===== src/rtl/mpi_header_parser.sv =====
// mpi_header_parser
// Receive-side stage for the 64-bit MPI packet stream. Each packet is four
// header flits followed by zero or more payload flits.
//   - The four header flits are parsed into registered hdr_* fields.
//     hdr_valid/hdr_ready hand the parsed header over.
//   - The payload is passed straight through to m_axis with no added latency.
//   - The byte count of the payload is compared with the declared size.
// Ports:
//   clk, aresetn             clock, asynchronous active-low reset
//   s_axis_*                 network-side input stream
//   hdr_* / hdr_valid/ready  parsed header and its handshake
//   m_axis_*                 payload output stream
//   len_err, short_err       one-cycle error pulses
//   len_err_cnt, short_err_cnt  saturating error counters
module mpi_header_parser #(
  parameter int CNT_W     = 16,
  parameter bit LEN_CHECK = 1'b1
) (
  input  logic             clk,
  input  logic             aresetn,
  input  logic [63:0]      s_axis_tdata,
  input  logic [7:0]       s_axis_tkeep,
  input  logic             s_axis_tlast,
  input  logic             s_axis_tvalid,
  output logic             s_axis_tready,
  output logic [15:0]      hdr_dst_rank,
  output logic [7:0]       hdr_src_rank,
  output logic [7:0]       hdr_packet_type,
  output logic [31:0]      hdr_size,
  output logic [7:0]       hdr_tag,
  output logic [47:0]      hdr_mac_dst,
  output logic [47:0]      hdr_mac_src,
  output logic [31:0]      hdr_ip_dst,
  output logic [31:0]      hdr_ip_src,
  output logic             hdr_valid,
  input  logic             hdr_ready,
  output logic [63:0]      m_axis_tdata,
  output logic [7:0]       m_axis_tkeep,
  output logic             m_axis_tlast,
  output logic             m_axis_tvalid,
  input  logic             m_axis_tready,
  output logic             len_err,
  output logic             short_err,
  output logic [CNT_W-1:0] len_err_cnt,
  output logic [CNT_W-1:0] short_err_cnt
);

  typedef enum logic [2:0] {S_H0, S_H1, S_H2, S_H3, S_HWAIT, S_PAY} state_t;

  state_t             state_q;
  logic               pay_done_q;     // header-only packet: skip PAY
  logic [31:0]        byte_cnt_q;
  logic [15:0]        dst_rank_q;
  logic [7:0]         src_rank_q;
  logic [7:0]         packet_type_q;
  logic [31:0]        size_q;
  logic [7:0]         tag_q;
  logic [47:0]        mac_dst_q;
  logic [47:0]        mac_src_q;
  logic [31:0]        ip_dst_q;
  logic [31:0]        ip_src_q;
  logic               hdr_valid_q;
  logic               len_err_q;
  logic               short_err_q;
  logic [CNT_W-1:0]   len_err_cnt_q;
  logic [CNT_W-1:0]   short_err_cnt_q;

  logic               in_hdr;
  logic               in_pay;
  logic               beat;
  logic [3:0]         keep_cnt;
  logic [31:0]        pay_sum;
  logic               len_fire;
  logic               short_fire;

  assign in_hdr = (state_q == S_H0) || (state_q == S_H1) ||
                  (state_q == S_H2) || (state_q == S_H3);
  assign in_pay = (state_q == S_PAY);

  // Header flits are always accepted; payload follows downstream backpressure.
  assign s_axis_tready = in_hdr | (in_pay & m_axis_tready);
  assign beat          = s_axis_tvalid & s_axis_tready;

  assign m_axis_tdata  = s_axis_tdata;
  assign m_axis_tkeep  = s_axis_tkeep;
  assign m_axis_tlast  = s_axis_tlast;
  assign m_axis_tvalid = in_pay & s_axis_tvalid;

  always_comb begin
    keep_cnt = '0;
    for (int i = 0; i < 8; i++) begin
      keep_cnt = keep_cnt + {3'b000, s_axis_tkeep[i]};
    end
  end

  // Running total including the current beat; wraps modulo 2^32.
  assign pay_sum = byte_cnt_q + {28'd0, keep_cnt};

  always_comb begin
    short_fire = beat & s_axis_tlast &
                 ((state_q == S_H0) || (state_q == S_H1) || (state_q == S_H2));
    len_fire   = 1'b0;
    if (LEN_CHECK) begin
      // Header-only packets are checked against zero received bytes.
      if ((state_q == S_HWAIT) && hdr_ready && pay_done_q && (size_q != 32'd0))
        len_fire = 1'b1;
      if (in_pay && beat && s_axis_tlast && (pay_sum != size_q))
        len_fire = 1'b1;
    end
  end

  always_ff @(posedge clk or negedge aresetn) begin
    if (!aresetn) begin
      state_q         <= S_H0;
      pay_done_q      <= 1'b0;
      byte_cnt_q      <= '0;
      dst_rank_q      <= '0;
      src_rank_q      <= '0;
      packet_type_q   <= '0;
      size_q          <= '0;
      tag_q           <= '0;
      mac_dst_q       <= '0;
      mac_src_q       <= '0;
      ip_dst_q        <= '0;
      ip_src_q        <= '0;
      hdr_valid_q     <= 1'b0;
      len_err_q       <= 1'b0;
      short_err_q     <= 1'b0;
      len_err_cnt_q   <= '0;
      short_err_cnt_q <= '0;
    end else begin
      len_err_q   <= len_fire;
      short_err_q <= short_fire;
      if (len_fire && (len_err_cnt_q != {CNT_W{1'b1}}))
        len_err_cnt_q <= len_err_cnt_q + 1'b1;
      if (short_fire && (short_err_cnt_q != {CNT_W{1'b1}}))
        short_err_cnt_q <= short_err_cnt_q + 1'b1;

      case (state_q)
        S_H0: if (beat) begin
          dst_rank_q    <= s_axis_tdata[15:0];
          src_rank_q    <= s_axis_tdata[23:16];
          packet_type_q <= s_axis_tdata[31:24];
          size_q        <= s_axis_tdata[63:32];
          state_q       <= s_axis_tlast ? S_H0 : S_H1;
        end
        S_H1: if (beat) begin
          mac_dst_q <= s_axis_tdata[47:0];
          tag_q     <= s_axis_tdata[55:48];
          state_q   <= s_axis_tlast ? S_H0 : S_H2;
        end
        S_H2: if (beat) begin
          mac_src_q <= s_axis_tdata[47:0];
          state_q   <= s_axis_tlast ? S_H0 : S_H3;
        end
        S_H3: if (beat) begin
          ip_dst_q    <= s_axis_tdata[31:0];
          ip_src_q    <= s_axis_tdata[63:32];
          pay_done_q  <= s_axis_tlast;
          hdr_valid_q <= 1'b1;
          state_q     <= S_HWAIT;
        end
        S_HWAIT: if (hdr_ready) begin
          hdr_valid_q <= 1'b0;
          byte_cnt_q  <= '0;
          state_q     <= pay_done_q ? S_H0 : S_PAY;
        end
        S_PAY: if (beat) begin
          byte_cnt_q <= pay_sum;
          if (s_axis_tlast) state_q <= S_H0;
        end
        default: state_q <= S_H0;
      endcase
    end
  end

  assign hdr_dst_rank    = dst_rank_q;
  assign hdr_src_rank    = src_rank_q;
  assign hdr_packet_type = packet_type_q;
  assign hdr_size        = size_q;
  assign hdr_tag         = tag_q;
  assign hdr_mac_dst     = mac_dst_q;
  assign hdr_mac_src     = mac_src_q;
  assign hdr_ip_dst      = ip_dst_q;
  assign hdr_ip_src      = ip_src_q;
  assign hdr_valid       = hdr_valid_q;
  assign len_err         = len_err_q;
  assign short_err       = short_err_q;
  assign len_err_cnt     = len_err_cnt_q;
  assign short_err_cnt   = short_err_cnt_q;

endmodule

===== config.mk =====
export PLATFORM = sky130hd
export DESIGN_NAME = mpi_header_parser
export DESIGN_NICKNAME = d
export VERILOG_FILES = /design/src/rtl/mpi_header_parser.sv
export SDC_FILE = /design/constraint.sdc
export NUM_CORES = 1
export LEC_CHECK = 0
export BUFFER_PORTS_ARGS = -buffer_cell sky130_fd_sc_hd__buf_2
export CAP_MARGIN = 20
export CORE_ASPECT_RATIO = 0.5
export CORE_MARGIN = 1
export CORE_UTILIZATION = 47
export DETAILED_ROUTE_END_ITERATION = 10
export PLACE_DENSITY = 0.79
export SYNTH_ARGS = -nofsm -noshare
export SYNTH_HDL_FRONTEND = slang
export SYNTH_SLANG_ARGS = --single-unit
export TNS_END_PERCENT = 1

===== constraint.sdc =====
create_clock -name clk -period 4.8 [get_ports clk]
set_input_delay 0.48 -clock clk [delete_from_list [all_inputs] [get_ports clk]]
set_output_delay 0.48 -clock clk [all_outputs]
set_load 0.05 [all_outputs]

# Yosys cells after proc, flatten, opt, wreduce, memory -nomap -nowiden
# Cells that the tools add are included.
dict set report totals {
  word_cells 90
  reg_bits 303
}
dict set report classes {
  n_eq_ne 15
  n_addsub 10
  reduce_logical 22
  bitwise 6
  muxes 20
}
# op n
set ops {}
lappend ops {{two-way mux 32 bit} 2}
lappend ops {{case mux 32 bit (2 select lines)} 1}
lappend ops {{adder 16 x 1 -> 16 bit, second input constant} 2}
lappend ops {{adder 32 x 4 -> 32 bit} 1}
lappend ops {{inequality test 16 bit, second input constant} 2}
lappend ops {{inequality test 32 bit} 1}
lappend ops {{nonzero test 32 bit} 1}
lappend ops {{two-way mux 3 bit} 8}
lappend ops {{case mux 3 bit (6 select lines)} 1}
lappend ops {{adder 4 x 1 -> 4 bit} 4}
lappend ops {{inequality test 2 bit, second input constant} 6}
lappend ops {{logical AND 1 bit} 8}
lappend ops {{AND reduction 2 bit} 4}
lappend ops {{AND reduction 7 bit} 1}
lappend ops {{equality test 3 x 2 -> 1 bit, second input constant} 2}
lappend ops {{equality test 3 bit, second input constant} 2}
lappend ops {{AND reduction 3 bit} 2}
lappend ops {{AND 1 bit} 5}
lappend ops {{two-way mux 1 bit} 5}
lappend ops {{adder 3 x 1 -> 4 bit} 1}
lappend ops {{two-way mux 2 bit} 2}
lappend ops {{nonzero test 2 bit} 2}
lappend ops {{adder 2 x 1 -> 3 bit} 1}
lappend ops {{equality test 3 x 1 -> 1 bit, second input constant} 1}
lappend ops {{other kinds (6)} 8}

# Logic depth before layout (Yosys ltp)
dict set report logic_depth {
  word_depth 12
  mapped_depth 19
}

# Worst setup path before layout
# OpenSTA, ideal clock, no wires.
dict set report synth_timing {
  path_kind {input port to flip-flop}
  startpoint {in s_axis_tkeep[0]}
  endpoint {reg len_err_cnt_q[1], in the netlist len_err_cnt[1]}
  arrival_ps 4968
  required_ps 4672
  cell_stages 17
  path_slack_ps -296
  path_buffers 0
  cell_sequence {fa_1 inv_1 fa_1 fa_1 fa_1 inv_1 fa_1 nand3_1 a21oi_2 nand2_4 or3_1 a22o_1 or4_4 o21ai_4 inv_2 nand2_1 mux2_1}
}
dict set report synth_between {
  elab_chain_len 12
}
# item line_no
set synth_rtl {}
lappend synth_rtl {{start, declared} 22} ;# input logic [7:0] s_axis_tkeep,
lappend synth_rtl {{adder 1 x 1 -> 2 bit} 92} ;# keep_cnt = keep_cnt + {3'b000, s_axis_tkeep[i]};
lappend synth_rtl {{adder 2 x 1 -> 3 bit} 92}
lappend synth_rtl {{adder 3 x 1 -> 4 bit} 92}
lappend synth_rtl {{adder 4 x 1 -> 4 bit (4 in a row)} 92}
lappend synth_rtl {{adder 32 x 4 -> 32 bit} 97} ;# assign pay_sum = byte_cnt_q + {28'd0, keep_cnt};
lappend synth_rtl {{inequality test 32 bit} 107} ;# if (in_pay && beat && s_axis_tlast && (pay_sum != size_q))
lappend synth_rtl {{logical AND 1 bit} 107}
lappend synth_rtl {{two-way mux 1 bit} 107}
lappend synth_rtl {{logical AND 1 bit} 134} ;# if (len_fire && (len_err_cnt_q != {CNT_W{1'b1}}))
lappend synth_rtl {{end signal, assigned} 135} ;# len_err_cnt_q <= len_err_cnt_q + 1'b1;
lappend synth_rtl {{end, declared} 65} ;# logic [CNT_W-1:0] len_err_cnt_q;
# No other way between the ends.
# A chain may end at the register's enable or synchronous reset.

# Worst setup path in the final report
# Same ends and word-level chain as after synthesis.

==> flow_summary_export.csv <==
group,metric,value,unit
outcome,status,"finished, violations left",
outcome,violations,"DRC",
floorplan,io_pins,420,
synth,synth_top_cells_by_area,"dfrtp_1, mux2_2, buf_4",
timing,max_clock_freq,0.2177,GHz
routing,wl,36260,µm
synth,synth_xor_area_share,4.510,%
synth,netlist_area,0.01409,mm²
layout,final_cell_mix,"buf_2, dfrtp_1, mux2_2, nand2_1, xnor2_1",
critical_path,crit_required,5230,ps
layout,drive_gt1_share,51.05,%
clocking,cts_max_level,1,
synth,yosys.area_share.simple,9.783,%
timing,drv_slew,0,
placement,dpl.cell_count,1864,
synth,synth_edf_count,0,
timing,rsz0062_at_grt,"false",
synth,synth_top_area_cell,"dfrtp_1",
floorplan,num_rows,44,
global_route,track_usage,23.76,%
clocking,ctsLongestPathBuffers,3,
timing,max_slew_margin,33.11,%
layout,final_nets,1595,
global_route,grt_pass1_vias,10180,
placement,gp_congestion,0.8750,
timing,tns,0,ps
floorplan,coreArea,0.02923,mm²
synth,synthAdderAreaFrac,1.491,%
placement,port_buffers,419,
timing,post-route-period-util,95.68,%
global_route,busiest_layer,"met2",
layout,area_delta_synth_final,22.87,%
critical_path,worstPathMaxFanout,4,
synth,synth_cells,1140,
floorplan,start_util,48.22,%
routing,ant_nets,0,
synth,synth_compound_area_share,5.504,%
timing,finalHoldViolations,0,
layout,instances_no_fill,1915,
synth,synth_top_family_by_area,"multiplexers",
synth,avgSynthCellArea,12.36,µm²
power_and_ir_drop,irDropWorstVdd,549.6,µV
global_route,grt_pass1_wl,57760,µm
routing,firstDrtPassIters,8,
routing,drtIter0Drc,830,
routing,num_vias,10260,
timing,fin_skew,13.07,ps
global_route,grt-ovfl-total,0,
critical_path,cp-end-kind,"flop",
hold_path,hold_class,"in -> async",
routing,viasPerCell,5.359,
critical_path,criticalPathCategory,"in -> reg",
clocking,cts_setup_buffers,0,
synth,synth_seq_cells,303,
placement,dp_hpwl,25570,µm
power_and_ir_drop,power,14.16,mW
clocking,cts_buffers,27,
timing,fin_ws,207.4,ps
critical_path,cp-start-kind,"input pin",
global_route,gr-usage-met1,31.48,%
placement,place_ws,-428.4,ps
global_route,antenna_found_initial,2,
synth,async_flop_share,100.0,%
clocking,clk-insertion-delay-late,550,ps
synth,ys_types,73,
synth,synth_warnings,0,
clocking,clk_pin_slew,60,ps
clocking,cts-root-buf,"clkbuf_16",
routing,avgRoutedWirePerCell,18.94,µm
global_route,grt_start_max_net_pins,125,
layout,mostFrequentLayoutCell,"buf_2",
synth,ys_seq_area_share,53.79,%
synth,synth_mux_area_share,18.85,%
critical_path,crit_arrival,5030,ps
floorplan,dieArea,0.03073,mm²
floorplan,die_height,124.5,µm
floorplan,die_x,246.9,µm
routing,drc,12,
synth,synth.net_count,1231,
run,max-cap-violations,0,
global_route,use_met2,39.35,%
global_route,gr-usage-met3,4.611,%
power_and_ir_drop,p_leak,8.251,nW
synth,synth_ff_type,"dfrtp_1",
timing,worst_slew_pin_slew,1003,ps
clocking,cts_tree,"done",
layout,final_core_util,59.24,%
synth,synth_top_area_share,53.79,%
timing,setup_viol,0,
timing,fin_crit,4593,ps
clocking,cts.sinks,303,
power_and_ir_drop,p_per_area,817.6,mW/mm²
## worst max-delay path, cell delays in order
cell and delay (ps):
buf_2 110, fa_1 540, inv_1 50, fa_1 520, fa_1 430, fa_2 370
inv_2 70, fa_2 450, xor2_1 170, a311oi_1 210, nand4_1 140, nor4_2 180
nand4b_1 190, a2111o_1 470, o21ai_4 180, inv_2 80, nand2_2 80, mux2_4 310
## kinds of logic (layout without fill, tap and decap cells)
kind of cell | count (synthesis) | in the layout
AO/OA/AOI/OAI | 117 | 117
XOR/XNOR | 71 | 71
adder cells (fa/ha/maj) | 14 | 14
buffers and inverters | 150 | 532
flip-flops | 303 | 303
multiplexers | 236 | 236
other | 0 | 2
AND/OR/NAND/NOR | 249 | 249
## per-stage QoR
stage / cell area (µm²) / hold WS, ps
final: 17320 / 54.78
after global routing: 17320 / 117.1
after CTS: 17260 / 79.77
after detailed placement: 16340 / 458.1
after global placement: 16340 / 455.4
after floorplan: 14150 / 184.4
## layer usage
layer / vias to the layer above / wire, µm
met3: 64 / 1754
li1: 4698 / -
met2: 278 / 18170
met1: 5223 / 15370
met4: 0 / 971
met5: - / 0
## Yosys cell counts (4+ instances only)
master,instances
nor2b_1,8
and3_1,18
nand2b_1,4
nand4_1,15
and2_1,6
ha_1,8
buf_4,73
nor3_1,7
inv_1,20
nor4_1,15
o21ai_0,34
xor2_1,23
a21oi_1,21
xnor2_1,47
buf_1,5
clkbuf_1,41
nand3_1,26
or3_1,5
mux2_2,234
nor2_1,32
o31ai_1,13
nand3_2,9
and4_1,6
dfrtp_1,303
nand2_1,75
fa_1,5
buf_2,7
a211oi_1,5
a31oi_1,11
## repair_timing
item	CTS	global route
endpoints found under the hold margin	0	0
hold buffers	0	0
gates resized for setup	0	2
setup endpoints to repair	0	11
## registers in the layout, indices dropped and copies added (netlist names), 3 cells and up
register         count
hdr_ip_dst          32
hdr_mac_dst         48
short_err_cnt       16
hdr_size            32
len_err_cnt         16
hdr_src_rank         8
state_q              3
hdr_tag              8
byte_cnt_q          32
hdr_dst_rank        16
hdr_packet_type      8
hdr_mac_src         48
hdr_ip_src          32
## power breakdown
group / switching [mW] / internal (mW) / total (mW)
combinational: 5.35 / 2.14 / 7.49
clock: 0.973 / 1.33 / 2.30
sequential: 0.752 / 3.62 / 4.37
total: 7.08 / 7.08 / 14.2
## final cells by class
cell class / instances / area [µm²]
clock buffer: 38 / 767.0
inverter: 21 / 78.83
clock inverter: 9 / 152.6
sequential: 303 / 7582
fill: 2418 / 11920
timing repair buffer: 464 / 2495
multi-input combinational: 687 / 5748
antenna: 2 / 5.005
tap: 391 / 489.2
## path summary, 6_finish.rpt
| kind | start | endpoint | slack [ps] | cells after the start |
|---|---|---|---|---|
| hold reg to reg | hdr_valid | hdr_valid | 470 | 2 |
| setup reg to reg | byte_cnt_q[0] | len_err_cnt[1] | 450 | 16 |
| setup / recovery | s_axis_tkeep[0] | len_err_cnt[1] | 210 | 18 |
| min in group clk | s_axis_tdata[60] | hdr_ip_src[28] | 200 | 2 |
| hold / removal | aresetn | hdr_ip_src[18] | 50 | 1 |
| max in group asynchronous | aresetn | hdr_ip_dst[27] | 3680 | 2 |
No activity file was read; power rests on OpenSTA's default activity.
